==> src/rtl/pipe_stall_ctrl.sv <==
// pipe_stall_ctrl: central stall/flush controller for the PC register and the
// IF/ID, ID/EX, EX/ME and ME/WB pipeline registers. Arbitrates memory-wait,
// branch redirect, load-use and fetch-wait events, and sequences a redirect
// that arrives while an instruction fetch is still outstanding
// (RUN -> DRAIN -> ISSUE -> RUN).
// Optional performance counters: define PIPE_STALL_CTRL_PERF_EN.
module pipe_stall_ctrl #(
    parameter int unsigned ADDR_W = 64,
    parameter int unsigned CNT_W  = 32
) (
    input  logic              clk,
    input  logic              rst,
    input  logic              if_busy,
    input  logic              me_busy,
    input  logic              ld_use_hazard,
    input  logic              ex_redirect,
    input  logic [ADDR_W-1:0] ex_redirect_pc,
    output logic [1:0]        stall_pc,
    output logic [1:0]        stall_if_id,
    output logic [1:0]        stall_id_ex,
    output logic [1:0]        stall_ex_me,
    output logic [1:0]        stall_me_wb,
    output logic              pc_redirect_valid,
    output logic [ADDR_W-1:0] pc_redirect_target,
    output logic              if_discard
`ifdef PIPE_STALL_CTRL_PERF_EN
    ,
    output logic [CNT_W-1:0]  perf_mem_stall,
    output logic [CNT_W-1:0]  perf_ld_use,
    output logic [CNT_W-1:0]  perf_redirect
`endif
);

    // Stall code encodings shared with the pipeline registers.
    localparam logic [1:0] STALL_NEXT = 2'b00;
    localparam logic [1:0] STALL_KEEP = 2'b01;
    localparam logic [1:0] STALL_ZERO = 2'b10;

    typedef enum logic [1:0] {
        RUN   = 2'd0,
        DRAIN = 2'd1,
        ISSUE = 2'd2
    } state_e;

    state_e              state_q, state_d;
    logic [ADDR_W-1:0]   tgt_q, tgt_d;

    // State and latched redirect target registers.
    always_ff @(posedge clk) begin
        if (rst) begin
            state_q <= RUN;
            tgt_q   <= '0;
        end else begin
            state_q <= state_d;
            tgt_q   <= tgt_d;
        end
    end

    // Next-state and stall/redirect output decode.
    always_comb begin
        state_d            = state_q;
        tgt_d              = tgt_q;
        stall_pc           = STALL_NEXT;
        stall_if_id        = STALL_NEXT;
        stall_id_ex        = STALL_NEXT;
        stall_ex_me        = STALL_NEXT;
        stall_me_wb        = STALL_NEXT;
        pc_redirect_valid  = 1'b0;
        pc_redirect_target = (state_q == RUN) ? ex_redirect_pc : tgt_q;
        if_discard         = 1'b0;

        if (rst) begin
            state_d            = RUN;
            tgt_d              = '0;
            stall_pc           = STALL_ZERO;
            stall_if_id        = STALL_ZERO;
            stall_id_ex        = STALL_ZERO;
            stall_ex_me        = STALL_ZERO;
            stall_me_wb        = STALL_ZERO;
            pc_redirect_target = '0;
        end else begin
            case (state_q)
                RUN: begin
                    if (me_busy) begin
                        // EX is frozen, so a pending redirect is re-presented later.
                        stall_pc    = STALL_KEEP;
                        stall_if_id = STALL_KEEP;
                        stall_id_ex = STALL_KEEP;
                        stall_ex_me = STALL_KEEP;
                        stall_me_wb = STALL_ZERO;
                    end else if (ex_redirect && !if_busy) begin
                        pc_redirect_valid = 1'b1;
                        stall_if_id       = STALL_ZERO;
                        stall_id_ex       = STALL_ZERO;
                    end else if (ex_redirect) begin
                        // Fetch still in flight: park the target until it returns.
                        tgt_d       = ex_redirect_pc;
                        state_d     = DRAIN;
                        stall_pc    = STALL_KEEP;
                        stall_if_id = STALL_ZERO;
                        stall_id_ex = STALL_ZERO;
                        if_discard  = 1'b1;
                    end else if (ld_use_hazard) begin
                        stall_pc    = STALL_KEEP;
                        stall_if_id = STALL_KEEP;
                        stall_id_ex = STALL_ZERO;
                    end else if (if_busy) begin
                        stall_pc    = STALL_KEEP;
                        stall_if_id = STALL_ZERO;
                    end
                end
                DRAIN: begin
                    if_discard  = 1'b1;
                    stall_pc    = STALL_KEEP;
                    stall_if_id = STALL_ZERO;
                    stall_id_ex = STALL_ZERO;
                    if (me_busy) begin
                        stall_ex_me = STALL_KEEP;
                        stall_me_wb = STALL_ZERO;
                    end
                    if (!if_busy) begin
                        state_d = ISSUE;
                    end
                end
                ISSUE: begin
                    stall_if_id = STALL_ZERO;
                    stall_id_ex = STALL_ZERO;
                    if (me_busy) begin
                        stall_pc    = STALL_KEEP;
                        stall_ex_me = STALL_KEEP;
                        stall_me_wb = STALL_ZERO;
                    end else begin
                        pc_redirect_valid = 1'b1;
                        state_d           = RUN;
                    end
                end
                default: begin
                    state_d = RUN;
                end
            endcase
        end
    end

`ifdef PIPE_STALL_CTRL_PERF_EN
    logic [CNT_W-1:0] perf_mem_q, perf_ld_q, perf_rd_q;
    logic             mem_evt, ld_evt;

    // me_busy forces KEEP in every state; rule 4 only fires in RUN unshadowed.
    assign mem_evt = !rst && me_busy;
    assign ld_evt  = !rst && (state_q == RUN) && ld_use_hazard && !me_busy && !ex_redirect;

    // Performance counters, wrapping modulo 2^CNT_W.
    always_ff @(posedge clk) begin
        if (rst) begin
            perf_mem_q <= '0;
            perf_ld_q  <= '0;
            perf_rd_q  <= '0;
        end else begin
            if (mem_evt)           perf_mem_q <= perf_mem_q + 1'b1;
            if (ld_evt)            perf_ld_q  <= perf_ld_q + 1'b1;
            if (pc_redirect_valid) perf_rd_q  <= perf_rd_q + 1'b1;
        end
    end

    assign perf_mem_stall = perf_mem_q;
    assign perf_ld_use    = perf_ld_q;
    assign perf_redirect  = perf_rd_q;
`else
`endif

endmodule

==> config.mk <==
export PLATFORM = sky130hd
export DESIGN_NAME = pipe_stall_ctrl
export DESIGN_NICKNAME = d
export VERILOG_FILES = /design/src/rtl/pipe_stall_ctrl.sv
export SDC_FILE = /design/constraint.sdc
export NUM_CORES = 1
export LEC_CHECK = 0
export ABC_CLOCK_PERIOD_IN_PS = 1800
export CAP_MARGIN = 20
export CORE_ASPECT_RATIO = 1.75
export CORE_MARGIN = 3
export CORE_UTILIZATION = 43
export CTS_CLUSTER_DIAMETER = 200
export CTS_CLUSTER_SIZE = 28
export DETAILED_ROUTE_END_ITERATION = 10
export GPL_TIMING_DRIVEN = 0
export PLACE_DENSITY = 0.81
export SLEW_MARGIN = 5
export SYNTH_ARGS = -nofsm -noshare
export SYNTH_HDL_FRONTEND = slang
export SYNTH_SLANG_ARGS = --single-unit
==> constraint.sdc <==
create_clock -name clk -period 1.8 [get_ports clk]
set_clock_uncertainty 0.05 [all_clocks]
set_input_delay 0.36 -clock clk [delete_from_list [all_inputs] [get_ports clk]]
set_output_delay 0.36 -clock clk [all_outputs]
set_load 0.1 [all_outputs]
==> results.sh, run 1 <==
export IMPL_pre_cts_slack_ns=-1.76
export IMPL_htreeDepth=3
export IMPL_place_hpwl_um=8580
export IMPL_num_rows=43
export IMPL_async_flop_share_pct=0
export IMPL_root_buffer="clkbuf_16"
export IMPL_status="did not finish"
export IMPL_worst_endpoint_kind="output port"
export IMPL_place_area_um2=5590
export IMPL_cts_sinks=66
export IMPL_syn_cell_area_um2=3510
export IMPL_error="[ERROR DPL-0038] Utilization greater than 100%, impossible to legalize"
export IMPL_holdBufCountCts=0
export IMPL_die_w_um=74.3
export IMPL_io_pins=146
export IMPL_portBuffers=143
export IMPL_synth_seq_area_share_pct=37.7
export IMPL_clockBufferDepth=2
export IMPL_ys_ff_latch=66
export IMPL_failed_stage="5_1_grt"
export IMPL_cts_buffers=9
export IMPL_grt_max_degree=11
export IMPL_gp_congestion=0.855
export IMPL_syn_nets=540
export IMPL_yosys_warnings=0
export IMPL_yosys_most_used_dff="dfxtp_1"
export IMPL_synth_edf_count=0
export IMPL_yosysUniqueCellTypes=31
export IMPL_syn_avg_cell_area_um2=7.52
export IMPL_synth_cells=466
export IMPL_die_y_um=125
export IMPL_grt_worst_endpoint="pc_redirect_target[11]"
export IMPL_initial_utilization_pct=44.3
[cells by family after synthesis]
kind of cell               share of synthesized area [%]
and+or+nand+nor                                     22.9
AOI/OAI and AO/OA                                   12.2
DFF                                                 37.7
muxes                                               18.6
buffers and inverters                               7.14
adders and majority gates                           1.43
other                                              0.107
[cells in the mapped netlist, drive strengths merged, types with 2 or more instances]
library cell | instances | area [um2]
buf | 26 | 175
nand2 | 129 | 484
mux2i | 65 | 651
ha | 4 | 50.1
nor3 | 2 | 10.0
a21oi | 66 | 330
a31oi | 2 | 12.5
inv | 5 | 18.8
o21bai | 2 | 15.0
dfxtp | 66 | 1320
clkbuf | 15 | 56.3
nor2 | 67 | 251
[timing repair]
| action | CTS |
|---|---|
| setup endpoints to repair | 80 |
| gates cloned | 2 |
| gates resized for setup | 776 |
| buffers inserted | 9 |
| pin swaps | 7 |
[per-stage QoR]
| stage | setup TNS (ns) | std cells |
|---|---|---|
| global placement | -132.71 | 699 |
| CTS | -25.90 | 724 |
| detailed placement | -132.65 | 699 |
| floorplan | -14.41 | 466 |
==> run 2, diff against run 1 <==
--- a/config.mk
+++ b/config.mk
@@ -7,14 +7,11 @@
 export LEC_CHECK = 0
 export ABC_CLOCK_PERIOD_IN_PS = 1800
 export CAP_MARGIN = 20
-export CORE_ASPECT_RATIO = 1.75
 export CORE_MARGIN = 3
-export CORE_UTILIZATION = 43
-export CTS_CLUSTER_DIAMETER = 200
-export CTS_CLUSTER_SIZE = 28
+export CORE_UTILIZATION = 40
 export DETAILED_ROUTE_END_ITERATION = 10
 export GPL_TIMING_DRIVEN = 0
-export PLACE_DENSITY = 0.81
+export PLACE_DENSITY_LB_ADDON = 0.15
 export SLEW_MARGIN = 5
 export SYNTH_ARGS = -nofsm -noshare
 export SYNTH_HDL_FRONTEND = slang
==> run 2 against run 1 <==
Net effect:
- the flow now finishes, with violations (setup timing)
- synthesized cell count unchanged
- area after synthesis did not move
==> results.sh, run 2 <==
export IMPL_end_kind="output pin"
export IMPL_min_path_type="flip-flop to flip-flop"
export IMPL_synth_cells=466
export IMPL_leakagePower_nw=2.87
export IMPL_initial_utilization_pct=41.8
export IMPL_synth_top_area_cell="dfxtp_1"
export IMPL_dr_pass1_iters=5
export IMPL_reg2regPathDepth=9
export IMPL_globalRouteOverflowTotal=0
export IMPL_start_kind="flip-flop"
export IMPL_rrSetupSlack_ns=-0.19
export IMPL_synth_edf_count=0
export IMPL_async_flop_share_pct=0
export IMPL_slew_violations=0
export IMPL_die_y_um=99.6
export IMPL_place_hpwl_um=7970
export IMPL_top_register="tgt_q"
export IMPL_worstSkewPairLatency_ns=0.35
export IMPL_violations="setup timing"
export IMPL_io_pins=146
export IMPL_cts_tree="done"
export IMPL_p_per_area_nw_per_um2=1050
export IMPL_viasPerCell=6.04
export IMPL_die_area_um2=9920
export IMPL_yosysUniqueCellTypes=31
export IMPL_synth_top_cell_area_share_pct=37.7
export IMPL_wl_um=19200
export IMPL_period_share_pct=129
export IMPL_required_ns=1.39
export IMPL_pre_cts_slack_ns=-1.76
export IMPL_final_common_cell="nand2_1"
export IMPL_core_um2=8380
export IMPL_status="complete, but fails checks"
export IMPL_max_stage_delay_ns=0.37
export IMPL_dp_cells=714
export IMPL_drt_initial_drc_count=341
export IMPL_final_cell_mix="nand2_1, buf_12, clkdlybuf4s50_1"
export IMPL_ys_top_cells_by_count="nand2_1, nor2_1, a21oi_1, dfxtp_1, mux2i_1"
export IMPL_fmax_mhz=430
export IMPL_worst_pin_slew_ns=0.582
export IMPL_root_buffer="clkbuf_8"
export IMPL_clockBufferDepth=2
export IMPL_portBuffers=143
export IMPL_instances_no_fill=754
export IMPL_hold_depth=2
export IMPL_timing_slew_headroom_pct=61.2
export IMPL_drc=0
export IMPL_grt_setup_unrepaired="yes"
export IMPL_route_vias_total=4551
export IMPL_crit_arrival_ns=1.92
export IMPL_path_clk_slew_ns=0.09
export IMPL_gp_congestion=0.850
export IMPL_setup_viol=130
export IMPL_fin_crit_ns=2.33
export IMPL_hold_slack_ns=0.438
export IMPL_cts_sinks=66
export IMPL_crit_chain="inv_2 > ha_4 > buf_4 > and4b_1 > buf_6 > nor2_2 > nor2_4 > buf_12"
export IMPL_htreeDepth=3
export IMPL_top_regs="tgt_q x64, state_q x2"
export IMPL_cap_violations=0
export IMPL_grt_pass1_vias=4235
export IMPL_grt_pass1_wl_um=21100
export IMPL_wl_per_cell_um=25.4
export IMPL_antenna_left=0
export IMPL_syn_nets=540
export IMPL_nets=718
export IMPL_setup_worst_path_class="flip-flop to output pin"
export IMPL_ir_worst_vdd_mv=0.869
export IMPL_layout_drive_gt1_share_pct=46.4
export IMPL_yosys_most_used_dff="dfxtp_1"
export IMPL_num_rows=33
export IMPL_die_w_um=99.6
export IMPL_synth_seq_area_share_pct=37.7
export IMPL_crit_slowest_cell="dfxtp_4"
export IMPL_grtUsageTotal_pct=27.1
export IMPL_syn_avg_cell_area_um2=7.52
export IMPL_yosys_warnings=0
export IMPL_p_total_mw=8.40
export IMPL_area_delta_synth_final_pct=128
export IMPL_cts_buffers=9
export IMPL_hold_viol_final=0
export IMPL_synth_area_leaders="dfxtp_1, mux2i_1, nand2_1"
export IMPL_ys_ff_latch=66
export IMPL_diodes=0
export IMPL_yosysMostFrequentCell="nand2_1"
export IMPL_fin_ws_ns=-0.528
export IMPL_grt_max_degree=13
export IMPL_largest_register_ffs=64
export IMPL_antenna_found_initial=0
export IMPL_cp_max_fo=4
export IMPL_syn_cell_area_um2=3510
-- run 2: kinds of logic after synthesis --
family | synth area share (%)
multiplexers | 18.6
flip-flops | 37.7
AND/OR/NAND/NOR | 22.9
other | 0.107
adder cells (fa/ha/maj) | 1.43
AO/OA/AOI/OAI | 12.2
buffers and inverters | 7.14
-- run 2: worst max-delay path: cells and delay by family, from the launching register on --
| kind | cells | cell delay (ns) |
|---|---|---|
| adders and majority gates | 1 | 0.22 |
| buffers and inverters | 4 | 0.54 |
| DFF | 1 | 0.37 |
| and+or+nand+nor | 3 | 0.42 |
-- run 2: final timing paths --
kind / start / to
hold reg to reg: tgt_q[26] / tgt_q[26]
setup / recovery: state_q[1] / if_discard
setup reg to reg: state_q[1] / tgt_q[3]
hold / removal: tgt_q[26] / tgt_q[26]
-- run 2: timing repair --
| action | CTS | global route |
|---|---|---|
| hold buffers | 0 | 0 |
| setup buffers | 10 | 2 |
| setup endpoints to repair | 80 | 122 |
| gates cloned | 2 | 10 |
| gates resized for setup | 771 | 96 |
| pin swaps | 3 | 8 |
-- run 2: report_power, final --
| part | internal, mW | switching, mW |
|---|---|---|
| Sequential | 1.53 | 0.0851 |
| Clock | 0.681 | 0.680 |
| Combinational | 2.41 | 3.01 |
| Total | 4.62 | 3.78 |
-- run 2: stage by stage --
step | util (%) | area (um2) | setup TNS (ns)
detailed placement | 66.9 | 5610 | -134.00
floorplan | - | 4040 | -14.41
finish | 95.3 | 7990 | -38.11
global route | 95.3 | 7990 | -43.22
global placement | 66.9 | 5610 | -133.65
CTS | 87.1 | 7300 | -26.89
-- run 2: routing by layer --
metal  GRT usage [%]  vias to the layer above  part of all wire (%)
li1                -                     1906                     -
met1            28.5                     2247                    34
met2            51.2                      317                    54
met3            5.54                       81                   7.0
met4            12.2                        0                   5.1
met5               0                        -                     0
-- run 2: area by class of cell --
type                            count  area (um2)
Sequential cell                    66        1330
Inverter                            5        23.8
Multi-Input combinational cell    354        3280
Fill cell                         191         390
Clock buffer                       10         138
Clock inverter                      6        66.3
Buffer                             41         519
Timing Repair Buffer              167        2500
Tap cell                          105         131
Power figures use the tool's default switching activity.
==> run 3, diff against run 2 <==
--- a/config.mk
+++ b/config.mk
@@ -12,7 +12,6 @@
 export DETAILED_ROUTE_END_ITERATION = 10
 export GPL_TIMING_DRIVEN = 0
 export PLACE_DENSITY_LB_ADDON = 0.15
-export SLEW_MARGIN = 5
 export SYNTH_ARGS = -nofsm -noshare
 export SYNTH_HDL_FRONTEND = slang
 export SYNTH_SLANG_ARGS = --single-unit
==> results of run 3 <==
No change in the layout: final DEF, timing and power equal those of run 2.
==> edit, RTL diff (flow settings as in run 3) <==
Encoding of `state_e`: now one-hot (3 bits for 3 states).
--- a/src/rtl/pipe_stall_ctrl.sv
+++ b/src/rtl/pipe_stall_ctrl.sv
@@ -36,10 +36,10 @@
     localparam logic [1:0] STALL_KEEP = 2'b01;
     localparam logic [1:0] STALL_ZERO = 2'b10;
 
-    typedef enum logic [1:0] {
-        RUN   = 2'd0,
-        DRAIN = 2'd1,
-        ISSUE = 2'd2
+    typedef enum logic [2:0] {
+        RUN   = 3'b001,
+        DRAIN = 3'b010,
+        ISSUE = 3'b100
     } state_e;
 
     state_e              state_q, state_d;
Check against the original RTL: no difference found for any inputs over 4 cycles, from zero or initial values and one cycle with rst high; so few cycles prove little.
==> edit against run 3 <==
- the flow still finishes with violations (setup timing)
- die area increased by 5.0%
- via count grew 13%
- final area decreased by 0.58%
- utilization down 5.6 points
- power decreased by 34%
- count of clock-buffer cells in the layout is 2 higher
- setup slack better by 0.023 ns
- sequential cell count increased by 1
- synthesized area up 5.4%
- wire length decreased by 7.9%
- critical path type unchanged
- critical endpoint is now stall_me_wb[1]
- largest power group unchanged
==> edit: results (changes against run 3) <==
- At the later pin of the worst-skew pair, clock insertion delay measures roughly 0.34 ns.
- The number of flip-flops in the largest register is 64 (unchanged).
- The vias per cell is 6.05 (was 6.04).
- The post-detailed-placement half-perimeter wirelength is 9760 µm (was 7970 µm).
- The total met3 wirelength after detailed routing is 1340 µm (about the same).
- The synthesized netlist net count is 632 (was 540).
- The maximum number of pins on one net before global-route repair is 11 (was 13).
- The end point of the critical path is stall_me_wb[1] (was if_discard).
- Largest cells by area after synthesis: dfxtp_1 (36%), a21oi_1 (18%), nand2_1 (13%) (was dfxtp_1 (38%), mux2i_1 (19%), nand2_1 (14%)).
- The peak supply drop is 413 µV (was 869 µV).
- The length in cells of the worst reg-to-reg path is 6 (was 9).
- The worst-margin pin slew is 0.544 ns (was 0.582 ns).
- The global-route wire length before repair is 25800 µm (was 21100 µm).
- The share of final-layout standard cells stronger than drive strength 1 is 45.0% (was 46.4%).
- The power per cell area is 695 mW/mm² (was 1050 mW/mm²).
- The top layer reached by signal wires is met5 (was met4).
- The layout filler cell count came to 377 (was 191).
- The slowest cell on the critical path is or3b_4 (was dfxtp_4).
- The worst slack at placement is -1.95 ns (was -1.76 ns).
- The portion of the post-synthesis area used by sequential elements came to 36.3% (was 37.7%).
- The post-route worst setup slack is -0.505 ns (was -0.528 ns).
- The number of global-route vias before repair was 5153 (was 4235).
- The number of antenna violations at the first check in global routing came to 1 (was 0).
- The count of distinct cell types in the synthesized netlist is 30 (was 31).
- The slack of the worst reg-to-reg path is -0.25 ns (was -0.19 ns).
- The critical path data arrival time is 1.89 ns (was 1.92 ns).
- Status: complete, but fails checks (unchanged).
- Registers with the highest flip-flop counts: tgt_q x64, state_q x3 (was tgt_q x64, state_q x2).
- The wire length per cell is 20.7 µm (was 25.4 µm).
- The static leakage power is 0.00307 µW (was 0.00287 µW).
- The largest fanout of any net on the critical path came to 8 (was 4).
- The number of port buffers is 144 (was 143).
- Failing checks: setup timing (unchanged).
- Synth top cells by count: a21oi_1 (133), nand2_1 (129), dfxtp_1 (67), o21ai_0 (66), nand3_1 (64) (was nand2_1 (129), nor2_1 (67), a21oi_1 (66), dfxtp_1 (66), mux2i_1 (65)).
- The total setup violations reported at the end of the flow is 103 (was 130).
- The count of nets after finishing was 811 (was 718).
- The weighted congestion at the end of routability-driven global placement is 0.859 (was 0.850).
- The detailed route wirelength on metal2 came to 8880 µm (was 10300 µm).
- The largest stage delay on the critical path came to 0.50 ns (was 0.37 ns).
- The dominant delay contributor by cell family on the critical path is simple AND/OR/NAND/NOR gates (was buffers and inverters).
- The total routed wire length on the met1 layer is 6820 µm (was 6530 µm).
- The global routing usage summed across all routing layers is 31.1% (was 27.1%).
- The number of H-tree levels is 3 (unchanged).
-- edit: cell count changes after synthesis, sizes merged, moves of 4 or more --
cell and change:
a21oi +67, clkbuf +27, ha -4, mux2i -65
nand3 +63, nor2 -60, o21ai +67
-- edit: worst min-delay path by stage --
stage / endpoint / depth (start not counted) / slack [ns] / from
final: tgt_q[61] / 2 / 0.43 / tgt_q[61]
after global placement: tgt_q[63] / 2 / 0.41 / tgt_q[63]
after floorplan: tgt_q[0] / 2 / 0.40 / tgt_q[0]
after global routing: tgt_q[41] / 2 / 0.46 / tgt_q[41]
after detailed placement: tgt_q[49] / 2 / 0.42 / tgt_q[49]
after CTS: tgt_q[61] / 2 / 0.43 / tgt_q[61]
-- edit: report_power, final --
part	total (µW)	switching, µW	internal, µW
Clock	1100	577	525
Sequential	1580	45.3	1530
Combinational	2840	1790	1050
Total	5520	2410	3110
-- edit: cell families after synthesis --
kind of cell	count (synthesis)	share of synthesized area, %
xor gates and xnor gates	2	0.474
and+or+nand+nor	213	25.1
DFF	67	36.3
other	1	0.102
buffers and inverters	69	8.94
AOI/OAI and AO/OA	210	29.1
-- edit: through the flow --
step                      hold slack (ns)  std cells  cell area, µm²  TNS (ns)
after floorplan                     0.404        562            4500    -30.31
after global placement              0.410        814            6080   -165.43
after detailed placement            0.417        819            6160   -151.36
after CTS                           0.432        853            7590    -36.93
after global routing                0.463        853            7950    -39.75
final                               0.428        853            7950    -34.89
-- edit: final cells by class --
type,count,area share (%)
Multi-Input combinational cell,426,41.6
Clock inverter,3,0.189
Clock buffer,12,1.83
Tap cell,108,1.70
Inverter,4,0.189
Sequential cell,67,17.0
Timing Repair Buffer,172,31.3
Buffer,61,6.20
-- edit: routing by layer --
layer	vias up	GRT usage (%)
met2	321	55.1
met5	-	0
met4	2	11.8
met3	59	5.60
met1	2489	37.2
li1	2286	-
-- edit: repair_timing --
item,in CTS,in global routing
gates resized for setup,821,107
endpoints found under the hold margin,0,0
endpoints found under the setup margin,126,133
pin swaps,30,38
buffers inserted,16,4
gates cloned,4,0
-- edit: tightest hold or removal path, stage by stage, from the launching register on --
cell,delay [ns]
dfxtp_1,0.31
o21ai_0,0.06
a21oi_1,0.06
